`config.mk`:
```
export PLATFORM = sky130hd
export DESIGN_NAME = iir_cascade
export DESIGN_NICKNAME = d
export VERILOG_FILES = /design/src/rtl/iir_cascade.sv
export SDC_FILE = /design/constraint.sdc
export NUM_CORES = 2
export LEC_CHECK = 0
export BUFFER_PORTS_ARGS = -buffer_cell sky130_fd_sc_hd__buf_2
export CORE_MARGIN = 1
export CORE_UTILIZATION = 62
export DETAILED_ROUTE_END_ITERATION = 8
export GPL_ROUTABILITY_DRIVEN = 0
export PLACE_DENSITY = 0.79
export SLEW_MARGIN = 20
export SYNTH_ARGS = -nofsm -noshare
export SYNTH_HDL_FRONTEND = slang
export SYNTH_SLANG_ARGS = --single-unit
```
`constraint.sdc`:
```
create_clock -name clk_i -period 13.1 [get_ports clk_i]
set_input_delay 0.655 -clock clk_i [delete_from_list [all_inputs] [get_ports clk_i]]
set_output_delay 0.655 -clock clk_i [all_outputs]
set_load 0.02 [all_outputs]
```
`src/rtl/iir_cascade.sv`:
```
// Multi-channel cascade of first-order low-pass IIR stages with per-stage valid/ready.
// Each beat carries its own shift and bypass mode down the pipeline.
module iir_cascade #(
  parameter int width_p       = 24,
  parameter int channels_p    = 2,
  parameter int stages_p      = 4,
  parameter int frac_p        = 6,
  parameter int shift_width_p = 4
) (
  input  logic                           clk_i,
  input  logic                           reset_n_i,
  input  logic [shift_width_p-1:0]       shift_i,
  input  logic                           bypass_i,
  input  logic                           valid_i,
  output logic                           ready_o,
  input  logic [channels_p*width_p-1:0]  data_i,
  output logic                           valid_o,
  input  logic                           ready_i,
  output logic [channels_p*width_p-1:0]  data_o
);

  localparam int SW = width_p + frac_p;
  localparam int DW = channels_p * width_p;
  localparam int TW = channels_p * SW;

  logic [stages_p-1:0]      v_q, v_d;
  logic [stages_p-1:0]      byp_q, byp_d;
  logic [shift_width_p-1:0] k_q  [stages_p];
  logic [shift_width_p-1:0] k_d  [stages_p];
  logic [DW-1:0]            y_q  [stages_p];
  logic [DW-1:0]            y_d  [stages_p];
  logic [TW-1:0]            st_q [stages_p];
  logic [TW-1:0]            st_d [stages_p];

  logic [stages_p:0]        rdy;
  logic [stages_p-1:0]      in_v, in_byp, xfer;
  logic [DW-1:0]            in_data [stages_p];
  logic [shift_width_p-1:0] in_k    [stages_p];

  // Ready ripples back from the sink so a full pipeline still advances every cycle.
  always_comb begin : c_ready
    rdy = '0;
    rdy[stages_p] = ready_i;
    for (int i = 0; i < stages_p; i++) begin
      rdy[stages_p-1-i] = ~v_q[stages_p-1-i] | rdy[stages_p-i];
    end
  end

  always_comb begin : c_stage_in
    in_v       = '0;
    in_byp     = '0;
    in_v[0]    = valid_i;
    in_byp[0]  = bypass_i;
    in_data[0] = data_i;
    in_k[0]    = shift_i;
    for (int s = 1; s < stages_p; s++) begin
      in_v[s]    = v_q[s-1];
      in_byp[s]  = byp_q[s-1];
      in_data[s] = y_q[s-1];
      in_k[s]    = k_q[s-1];
    end
  end

  assign xfer = in_v & rdy[stages_p-1:0];

  always_comb begin : c_filter
    logic signed [width_p-1:0] samp;
    logic signed [SW-1:0]      x;
    logic signed [SW-1:0]      s_cur;
    logic signed [SW-1:0]      s_nxt;
    logic signed [SW:0]        d;
    v_d   = v_q;
    byp_d = byp_q;
    k_d   = k_q;
    y_d   = y_q;
    st_d  = st_q;
    samp  = '0;
    x     = '0;
    s_cur = '0;
    s_nxt = '0;
    d     = '0;
    for (int s = 0; s < stages_p; s++) begin
      if (xfer[s]) begin
        v_d[s]   = 1'b1;
        byp_d[s] = in_byp[s];
        k_d[s]   = in_k[s];
        for (int c = 0; c < channels_p; c++) begin
          samp  = in_data[s][c*width_p +: width_p];
          x     = SW'(samp) <<< frac_p;
          s_cur = st_q[s][c*SW +: SW];
          d     = {x[SW-1], x} - {s_cur[SW-1], s_cur};
          // Convex step toward x: the sum always fits back into SW bits.
          if (in_byp[s]) begin
            s_nxt = x;
          end else begin
            s_nxt = SW'(s_cur + (d >>> in_k[s]));
          end
          st_d[s][c*SW +: SW]       = s_nxt;
          y_d[s][c*width_p +: width_p] = s_nxt[SW-1 -: width_p];
        end
      end else if (rdy[s+1]) begin
        v_d[s] = 1'b0;
      end
    end
  end

  always_ff @(posedge clk_i) begin
    if (!reset_n_i) begin
      v_q   <= '0;
      byp_q <= '0;
      for (int s = 0; s < stages_p; s++) begin
        k_q[s]  <= '0;
        y_q[s]  <= '0;
        st_q[s] <= '0;
      end
    end else begin
      v_q   <= v_d;
      byp_q <= byp_d;
      k_q   <= k_d;
      y_q   <= y_d;
      st_q  <= st_d;
    end
  end

  assign ready_o = rdy[0];
  assign valid_o = v_q[stages_p-1];
  assign data_o  = y_q[stages_p-1];

endmodule

```
Word-level counts from Yosys, hierarchy flattened
Index checks and enable logic that the tools add are counted.
{ "word_totals": {"elab_cells": 71, "register_bits": 451, "out_inout_bits": 50, "in_bits": 57} }
{ "classes": {"n_addsub": 16, "bitwise": 9, "muxes": 16, "reduce_logical": 4, "n_shift": 8} }
{ "ops": {"columns": ["op", "count"], "rows": [
  ["31-bit by 4-bit >>> shifter with 30-bit output", 8],
  ["30-bit by 30-bit subtractor with 31-bit output", 8],
  ["30-bit adder", 8],
  ["30-bit two-way mux", 8],
  ["1-bit two-way mux", 8],
  ["2-bit nonzero test", 4],
  ["4-bit bitwise AND", 1],
  ["1-bit inverter", 4],
  ["1-bit OR", 4]
]} }

Longest topological paths before layout
{ "depth": {"word_depth": 7, "depth_mapped": 27, "ltp_nobuf": 26} }

Least setup slack after synthesis
OpenSTA, ideal clock, no wires.
{ "synth_timing": {"path_kind": "input to register", "start": "input data_i[24]", "end": "register y_q, in the netlist in_data[138]", "path_stages": 26, "path_buffers": 1, "required_ps": 13014, "arrival_ps": 5923, "slack_ps": 7091, "setup_time_ps": 86, "path_cell_list": "ha_1 clkbuf_1 nor4bb_1 a22oi_1 a21boi_0 o21a_1 o21a_1 or3_1 and2_1 mux4_2 mux2_2 nand2_1 o21ai_0 ha_1 fa_1 a21o_1 a21o_1 a21boi_0 o311ai_0 nand2_1 o221ai_1 o211ai_1 nand2b_1 xnor2_1 o211a_1 a211oi_1"} }
{ "synth_via": {"elab_chain_cells": 4} }
{ "synth_lines": {"columns": ["item", "line_no", "source"], "rows": [
  ["start: declaration", "16", "input logic [channels_p*width_p-1:0] data_i,"],
  ["30-bit by 30-bit subtractor with 31-bit output", "91", "d = {x[SW-1], x} - {s_cur[SW-1], s_cur};"],
  ["31-bit by 4-bit >>> shifter with 30-bit output", "96", "s_nxt = SW'(s_cur + (d >>> in_k[s]));"],
  ["30-bit adder", "96", null],
  ["30-bit two-way mux", "93", "if (in_byp[s]) begin"],
  ["end signal: assignment", "120", "y_q <= y_d;"],
  ["end: declaration", "30", "logic [DW-1:0] y_q [stages_p];"]
]} }
No other way between the ends.
A chain may end at the register's enable or synchronous reset.

==> metrics.txt <==
Max Slew Vio Count 0; Pleak around 21 nW; sw frac 0.509; worst-case clock buffer depth 3; detail-routed via count per cell slightly below 7; CP endpoint kind register; die area around 73000 um2; Die X between 200 and 300 um; Clk pwr share 0.135; Worst Path Arrival 7640 ps; first-pass GRT wire length 232000 um; Tmin final ~7200 ps; initial core utilization 0.626; Die H 271 um; # rows 98; Critical Path Max Stage Delay 710 ps; CTS clock-pin slew for the worst setup and hold paths ~70 ps; dpl hpwl approximately 110000 um; Vias approximately 47000; critical path's slowest cell a2111oi_0; Num CTS Buffers 35; Initial DRC Count 4978; final instance area 46400 um2; synthesized cell area 44800 um2; clk sinks roughly 260; initial antenna violation count 1; CORE AREA slightly above 70000 um2; fillcell total 6306; register area around 5200 um2; DP Area ~45000 um2; Total GRT Usage 0.384; Port Buf Inserts 106; P&R area growth vs syn 3.69%; Post-CTS Setup Bufs 0; final WL about 150000 um; vias in the first global route 43600; Slew HR 0.219; unrepaired setup endpoints after global routing no; Worst-Skew Late Latency roughly 600 ps; most common library cells after synthesis a21oi_1, nor2_1, nand2_1, ha_1, o21ai_0; post-CTS resize count 0; type of origin of the critical path register; post-route insts no fill around 6900; largest net degree at the start of global routing 138; cell mode on critical path a21o_1; worst vdd ir around 0.09 mV; number of routed nets with antenna violations 0; period utilization 0.547; Worst Skew around 37 ps; Flop pwr share 0.127; asr flop ratio synth 0; Synth cell types 113; Max Cap Viol 0; multi-input logic area 36600 um2; CP max FO 4; Mean Syn Cell Area 7.29 um2; measured slew at the worst slew-check pin 1170 ps; outcome complete, no violations; dominant synthesized flop cell dfxtp_1; H-tree depth 2; warning count from the yosys run 0; CP Class reg2reg; Max Clock Freq between 100 and 150 MHz; Hold Vio Cnt, Final 0; Post-synth EDFFs 0; synth top area cells ha_1, dfxtp_1, mux2i_1, a21oi_1, nor2_1; Hold-fix buffers, CTS 0; Overflow after GRT 0; Seq/Total Area, Yosys 0.116; P per Cell Area around 170 nW/um2; setup violators final 0; TritonCTS clock tree built; fraction of layout cells with a size suffix above 1 0.0773; TritonRoute pass-1 iters 8; Int Pwr slightly below 4 mW; DRC 0; Cells after Synth ~6100; flop and latch count out of synthesis 259; Logic pwr share 0.738; ant diodes 0; setup TNS 0 ps; Avg WL per Cell about 21 um; io pins between 100 and 150; Root Buffer clkbuf_16; Layout Nets 6440; # placed instances between 6000 and 7000; Post-Syn Nets 6653; WP data required between 10000 and 15000 ps; Psw 4.11 mW; top-area cell type share of the netlist area 0.125; top-count cell post-synth a21oi_1; cell taking the most area after synthesis ha_1; Hold Path Class in2reg
-- metal layers --
metal	vias to the layer above	track usage	part of all wire
met5	-	0	0
met2	2418	0.627	0.45
met4	0	0.229	0.067
met1	21700	0.470	0.39
met3	554	0.0687	0.096
li1	22200	-	-
-- critical path: cells and delay by family, from the launching register on --
family / cells / cell delay [ps]
compound gates: 16 / 4640
buf+inv: 1 / 90
xor+xnor: 1 / 120
mux: 3 / 520
flops: 1 / 440
simple gates: 2 / 190
fa+ha+maj: 3 / 1030
-- power by group through the flow --
stage	Sequential (mW)	Clock [mW]	Combinational, mW
after floorplan	0.940	0	4.59
after global placement	1.03	0	5.63
final	1.03	1.09	5.95
after detailed placement	1.03	0	5.74
after CTS	1.02	1.09	5.79
after global routing	1.03	1.12	6.47
-- flip-flops by register name, indices dropped and copies added (netlist names) --
register / flops
byp_q: 3
in_data: 144
data_o: 48
in_k: 12
v_q: 4
st_q: 48
-- through the flow --
stage               total power [mW]  setup slack (ps)  hold WS (ps)   util
CTS                             7.89              6160           403  0.649
global route                    8.62              5680           458  0.649
detailed placement              6.77              6170           506  0.632
global placement                6.66              6460           495  0.632
finish                          8.06              5940           415  0.649
floorplan                       5.53              7090           462      -
-- cell families (layout without fill, tap and decap cells) --
logic type,count (synthesis),count (layout),synth area share
DFF,259,259,0.116
muxes,485,485,0.123
xor gates and xnor gates,390,390,0.0776
AOI/OAI and AO/OA,2163,2163,0.315
and+or+nand+nor,1652,1652,0.172
buffers and inverters,735,548,0.0666
adders and majority gates,456,456,0.129
-- layout by cell type (no fill, tap or decap), drive strengths merged, types with 100 or more instances in the layout --
| cell type | Yosys | layout |
|---|---|---|
| ha | 448 | 448 |
| xnor2 | 244 | 244 |
| inv | 332 | 334 |
| o21ai | 386 | 386 |
| nand3 | 100 | 100 |
| nor2 | 579 | 579 |
| nand2 | 469 | 469 |
| mux2i | 357 | 357 |
| a21o | 218 | 218 |
| buf | 122 | 150 |
| xor2 | 144 | 144 |
| dfxtp | 259 | 259 |
| a211oi | 262 | 262 |
| a21oi | 640 | 640 |
-- path summary, 6_finish.rpt --
check / start / to / slack [ps] / cells after the start
max: in_data[1]$_SDFFE_PN0P_ / in_data[22]$_SDFFE_PN0P_ / 5940 / 26
min: data_i[14] / in_data[110]$_SDFFE_PN0P_ / 420 / 3
max reg2reg: in_data[1]$_SDFFE_PN0P_ / in_data[22]$_SDFFE_PN0P_ / 5940 / 26
min reg2reg: st_q[90]$_SDFFE_PN0P_ / st_q[90]$_SDFFE_PN0P_ / 520 / 2
-- layout make-up --
type,instances,area share
well taps,950,0.0256
inverters,335,0.0273
multi-input cells,5146,0.789
clock buffers,47,0.0218
clock inverters,16,0.00512
repair buffers,150,0.0186
flip-flops and latches,259,0.112
Note: power is estimated with default switching activity, not from simulation.
